--- config.mk ---
export PLATFORM = sky130hd
export DESIGN_NAME = serial_subtractor
export DESIGN_NICKNAME = d
export VERILOG_FILES = /design/src/rtl/serial_subtractor.sv
export SDC_FILE = /design/constraint.sdc
export NUM_CORES = 1
export LEC_CHECK = 0
export CAP_MARGIN = 10
export CORE_UTILIZATION = 55
export DETAILED_ROUTE_END_ITERATION = 8
export GPL_TIMING_DRIVEN = 0
export MAX_ROUTING_LAYER = met4
export PLACE_DENSITY = 0.83
export SETUP_SLACK_MARGIN = 0.4
export SLEW_MARGIN = 20
export SYNTH_ARGS = -nofsm -noshare
export SYNTH_HDL_FRONTEND = slang
export SYNTH_SLANG_ARGS = --single-unit
--- constraint.sdc ---
create_clock -name clk -period 3.35 [get_ports clk]
set_clock_uncertainty 0.2 [all_clocks]
set_input_delay 0.67 -clock clk [delete_from_list [all_inputs] [get_ports clk]]
set_output_delay 0.67 -clock clk [all_outputs]
set_load 0.05 [all_outputs]
--- src/rtl/serial_subtractor.sv ---
// Bit-serial subtractor: one full-subtractor stage plus a borrow flop,
// computing a - b - bin over WIDTH clocks behind a start/done handshake.
module serial_subtractor #(
    parameter int WIDTH = 8
) (
    input  logic             clk,
    input  logic             rst_n,
    input  logic             start,
    input  logic [WIDTH-1:0] a,
    input  logic [WIDTH-1:0] b,
    input  logic             bin,
    output logic             ready,
    output logic             busy,
    output logic             done,
    output logic [WIDTH-1:0] diff,
    output logic             bout
);

    localparam int CW = $clog2(WIDTH);
    localparam logic [CW-1:0] LAST = CW'(WIDTH - 1);

    typedef enum logic [1:0] {
        IDLE,
        RUN,
        DONE
    } state_t;

    state_t           state_q, state_d;
    logic [WIDTH-1:0] sa_q, sa_d;
    logic [WIDTH-1:0] sb_q, sb_d;
    logic [WIDTH-2:0] sr_q, sr_d;
    logic             br_q, br_d;
    logic [CW-1:0]    cnt_q, cnt_d;
    logic [WIDTH-1:0] diff_q, diff_d;
    logic             bout_q, bout_d;

    logic             x, y, d_bit, br_nxt;
    logic [WIDTH-1:0] sr_w;

    always_comb begin
        state_d = state_q;
        sa_d    = sa_q;
        sb_d    = sb_q;
        sr_d    = sr_q;
        br_d    = br_q;
        cnt_d   = cnt_q;
        diff_d  = diff_q;
        bout_d  = bout_q;

        x      = sa_q[0];
        y      = sb_q[0];
        d_bit  = x ^ y ^ br_q;
        br_nxt = (~x & y) | (~(x ^ y) & br_q);
        // The top result bit lives in the stage output, not in sr.
        sr_w   = {d_bit, sr_q};

        case (state_q)
            IDLE: begin
                if (start) begin
                    sa_d    = a;
                    sb_d    = b;
                    br_d    = bin;
                    cnt_d   = '0;
                    state_d = RUN;
                end
            end
            RUN: begin
                sr_d  = sr_w[WIDTH-1:1];
                sa_d  = sa_q >> 1;
                sb_d  = sb_q >> 1;
                br_d  = br_nxt;
                cnt_d = cnt_q + CW'(1);
                if (cnt_q == LAST) begin
                    diff_d  = sr_w;
                    bout_d  = br_nxt;
                    cnt_d   = '0;
                    state_d = DONE;
                end
            end
            DONE: begin
                state_d = IDLE;
            end
            default: begin
                state_d = IDLE;
            end
        endcase
    end

    always_ff @(posedge clk or negedge rst_n) begin
        if (!rst_n) begin
            state_q <= IDLE;
            sa_q    <= '0;
            sb_q    <= '0;
            sr_q    <= '0;
            br_q    <= 1'b0;
            cnt_q   <= '0;
            diff_q  <= '0;
            bout_q  <= 1'b0;
        end else begin
            state_q <= state_d;
            sa_q    <= sa_d;
            sb_q    <= sb_d;
            sr_q    <= sr_d;
            br_q    <= br_d;
            cnt_q   <= cnt_d;
            diff_q  <= diff_d;
            bout_q  <= bout_d;
        end
    end

    assign ready = (state_q == IDLE);
    assign busy  = (state_q == RUN);
    assign done  = (state_q == DONE);
    assign diff  = diff_q;
    assign bout  = bout_q;

endmodule

## Yosys cells after proc, flatten, opt, wreduce, memory -nomap -nowiden

Index checks and enable logic that the tools add are counted.
W data, S select, Z words.

| word-level totals | value |
|---|---|
| word-level logic and storage cells | 38 |
| register bits after elaboration | 38 |
| input port bits | 20 |
| output and inout port bits | 12 |

| operators by class | value |
|---|---|
| add/sub/neg operators | 1 |
| reduce and logical (&&, ||, !) cells | 5 |
| bitwise operators | 7 |
| equal/unequal tests | 5 |
| multiplexer cells | 12 |

Operators by type and width:

| operator | number |
|---|---|
| $pmux W8 S2 | 2 |
| $mux W8 | 2 |
| $mux W3 | 2 |
| $pmux W3 S2 | 1 |
| $reduce_and A2 Y1 | 3 |
| $mux W2 | 2 |
| $pmux W2 S2 | 1 |
| $add A3 B1 Y3 const B | 1 |
| $eq A3 B3 Y1 const B | 1 |
| $and A1 B1 Y1 | 2 |
| $eq A2 B1 Y1 const B | 1 |
| $eq A2 B2 Y1 const B | 1 |
| $logic_not A2 Y1 | 1 |
| $ne A2 B1 Y1 const B | 1 |
| $ne A2 B2 Y1 const B | 1 |
| $not A1 Y1 | 2 |
| $pmux W1 S2 | 1 |
| $reduce_bool A2 Y1 | 1 |
| $xor A1 B1 Y1 | 2 |
| $mux W1 | 1 |
| $or A1 B1 Y1 | 1 |

## Logic depth before layout (Yosys ltp)

| logic depth | value |
|---|---|
| depth after elaboration | 5 |
| mapped depth | 5 |
| gate-level depth less buffers | 4 |

## Least setup slack after synthesis

OpenSTA, ideal clock, no wires.

| timing | value |
|---|---|
| kind | reg-to-output |
| start point | register state_q[1] |
| end point | output done |
| data required time | 2.480 ns |
| path buffers | 2 |
| setup slack | 1.026 ns |
| stages on the path, launching flop included | 4 |
| arrival time | 1.454 ns |
| path through | dfrtp_1 -> buf_2 -> buf_2 -> nor2b_1 |

| on the way | value |
|---|---|
| cells in the longest elaborated chain, start to end | 1 |

Ends and longest elaborated chain:

| item | RTL line | text |
|---|---|---|
| start, declared | 28 | `state_t state_q, state_d;` |
| start signal, assigned | 100 | `state_q <= state_d;` |
| $eq A2 B2 Y1 | 113 | `assign done = (state_q == DONE);` |
| end, declared | 14 | `output logic done,` |

No other way between the ends.

## Worst setup path in the final report

| timing | value |
|---|---|
| start point | register state_q[1] |
| end point | output ready |

| on the way | value |
|---|---|
| cells in the longest elaborated chain, start to end | 1 |

Ends and longest elaborated chain:

| item | RTL line | text |
|---|---|---|
| $logic_not A2 Y1 | 111 | `assign ready = (state_q == IDLE);` |
| end, declared | 12 | `output logic ready,` |

No other way between the ends.

==> reports/results.txt <==
top-count cell post-synth: dfrtp_1
Hold Fails Final Rpt: 0
Max Fclk: 348 MHz
Sw Pwr: 0.869 mW
Initial Util: 0.579
DIE WIDTH: 58.7 µm
top_reg_cell synth: dfrtp_1
asr flop ratio synth: 1.00
Critical Path Source: state_q[1]$_DFFE_PN0P_
max cap viols: 0
# diodes: 0
multiplexer share of the synthesized area: 0.101
total clock buffers created by CTS: 5
xor/xnor share of the synthesized area: 0
drt first-iter violations: 39
Setup CP Type: register to primary output
min cycle time layout: 2.87 ns
Slew headroom: 0.663
HP Class: register to register
Clock power frac: 0.181
Synth Register Bits: 38
mapped cell area: 1770 µm²
area leader, netlist: dfrtp_1
setup violators final: 0
Pint: 1.40 mW
placed cell areas: 2150 µm²
RSZ-0062 raised after global routing: no
global-route wire length before repair: 5.97 mm
# IOs: 32
top cells by area, synth: dfrtp_1 (54%), mux2_2 (9.6%), nor4b_1 (5.9%)
worst vdd ir: 391 µV
Reg clk slew, reported paths: 0.12 ns
Antenna Nets Post-Route: 0
routability congestion estimate: 0.789
Sw Ratio: 0.383
P_leak: 1.01 nW
routed length per instance: 15.5 µm
initial antenna violation count: 0
run status: completed
vias after detailed routing: 1,289
crit path launch type: register
Sequential Power Share: 0.355
Max FO, Critical Path: 10
Rows: 20
post-synthesis simple-gate area fraction: 0.152
Seq/Total Area, Yosys: 0.538
synthesis-to-finish area growth: 28.4%
Syn. warnings: 0
Crit. End Element: primary output
Syn Area/Cell: 12.2 µm²
overflow left after global routing: 0
full die area: 3440 µm²
Synth Area in Compound Gates: 0.103
Crit path arrival time: 2.00 ns
clock root buffer: clkbuf_4
DRT Pass-1 Iters: 4
hold_sp: diff[4]$_DFFE_PN0P_
Slew Viols, Final: 0
H-tree depth: 2
nets: 208
RR Startpoint: cnt_q[0]$_DFFE_PN0P_
PD cells: 999 nW/µm²
adder-cell share of the synthesized area: 0.0255
post-synth top area share: 0.538
largest net degree at the start of global routing: 29
core area: 3050 µm²
total track usage: 0.245
Reg2Reg Setup Slack: 1.49 ns
Clock Path Buffers: 2
Required @ worst endpoint: 2.48 ns
vias in the first global route: 1,282
Die Span Y: 58.7 µm
Mapped Nets: 168
Post-Route WL: 3.57 mm
main combinational cell family by area after synthesis: simple AND/OR/NAND/NOR gates
CTS tree: built
Final Cycle Share: 0.858
Worst-Margin Slew: 0.503 ns
fin area: 2270 µm²
clk_lat worst skew: 0.35 ns
Comb power frac: 0.464
TNS Setup: 0 ns
Via density: 5.60
Post-synth top cells: dfrtp_1 (38), inv_1 (18), mux2_2 (15)
Post-synth EDFFs: 0
TritonCTS Sinks: 38
post-synthesis cell type count: 26
cell count after synthesis: 145
HPWL after DPL: 2.58 mm
DRC Markers: 0
IO buf count: 31
fraction of layout cells with a size suffix above 1: 0.199
## stage by stage
step                      hold slack (ns)  setup WS, ns  power, mW   util  instances
after floorplan                     0.174          1.03       1.56      -        145
after global placement              0.276         0.589       1.82  0.698        220
after detailed placement            0.292         0.617       1.88  0.703        221
after CTS                           0.319         0.451       2.28  0.742        230
after global routing                0.335         0.456       2.40  0.743        230
final                               0.317         0.475       2.27  0.743        230
## area by class of cell
class / count / area [µm²]
Inverter: 19 / 71.3
Buffer: 11 / 70.1
Fill cell: 238 / 785
Multi-Input combinational cell: 77 / 674
Sequential cell: 38 / 951
Clock inverter: 2 / 60.1
Timing Repair Buffer: 33 / 335
Tap cell: 44 / 55.1
Clock buffer: 6 / 51.3
## state kept, by name (all words and copies together), names as in the netlist
| name | count |
|---|---|
| diff | 8 |
| br_q | 1 |
| sb_q | 8 |
| bout | 1 |
| sa_q | 8 |
| cnt_q | 3 |
| sr_q | 7 |
| state_q | 2 |
## worst paths after layout
path                                       end  depth (start not counted)
max                                      ready                          3
min                        diff[4]$_DFFE_PN0P_                          1
min reg2reg                diff[4]$_DFFE_PN0P_                          1
max reg2reg                diff[1]$_DFFE_PN0P_                          5
max in group asynchronous  sb_q[3]$_DFFE_PN0P_                          3
min in group asynchronous  diff[5]$_DFFE_PN0P_                          2
## power by group through the flow
stage                     combinational, mW  sequential, mW  clock (mW)
after floorplan                       0.579           0.976           0
after global placement                 1.01           0.801           0
after detailed placement               1.06           0.818           0
after CTS                              1.06           0.807       0.414
after global routing                   1.13           0.831       0.429
final                                  1.05           0.805       0.411
## layout by cell type (no fill, tap or decap), types with 2 or more instances in the layout
master,instances
a211oi_1,12
a222oi_1,3
a22o_1,3
buf_2,6
buf_4,4
bufinv_16,2
clkbuf_4,5
clkdlybuf4s50_1,27
dfrtp_1,38
dlygate4sd2_1,2
ha_1,2
inv_1,18
mux2_2,15
nand2b_1,3
nor2_1,2
nor2b_1,4
nor3b_1,12
nor4b_1,12
## metal layers
metal | global-route usage | wire length [µm] | vias up
li1 | - | - | 598
met1 | 0.293 | 1510 | 642
met2 | 0.399 | 1800 | 39
met3 | 0.0593 | 185 | 10
met4 | 0.102 | 76 | 0
met5 | - | 0 | -
## critical path: stages, from the launching register on
cell           delay, ns
dfrtp_1             0.43
buf_2               0.20
nor2_1              0.43
dlygate4sd2_1       0.59
## kinds of logic (layout without fill, tap and decap cells)
| group | after synthesis | after routing |
|---|---|---|
| AOI/OAI and AO/OA | 22 | 22 |
| and+or+nand+nor | 36 | 36 |
| buffers and inverters | 30 | 71 |
| adders and majority gates | 3 | 3 |
| muxes | 16 | 16 |
| DFF | 38 | 38 |
## repair_timing
item | CTS | global route
hold buffers | 1 | 0
endpoints found under the setup margin | 2 | 1
resized for setup | 2 | 1
setup buffers | 0 | 0
endpoints found under the hold margin | 10 | 0
Note: power is estimated with default switching activity, not from simulation.
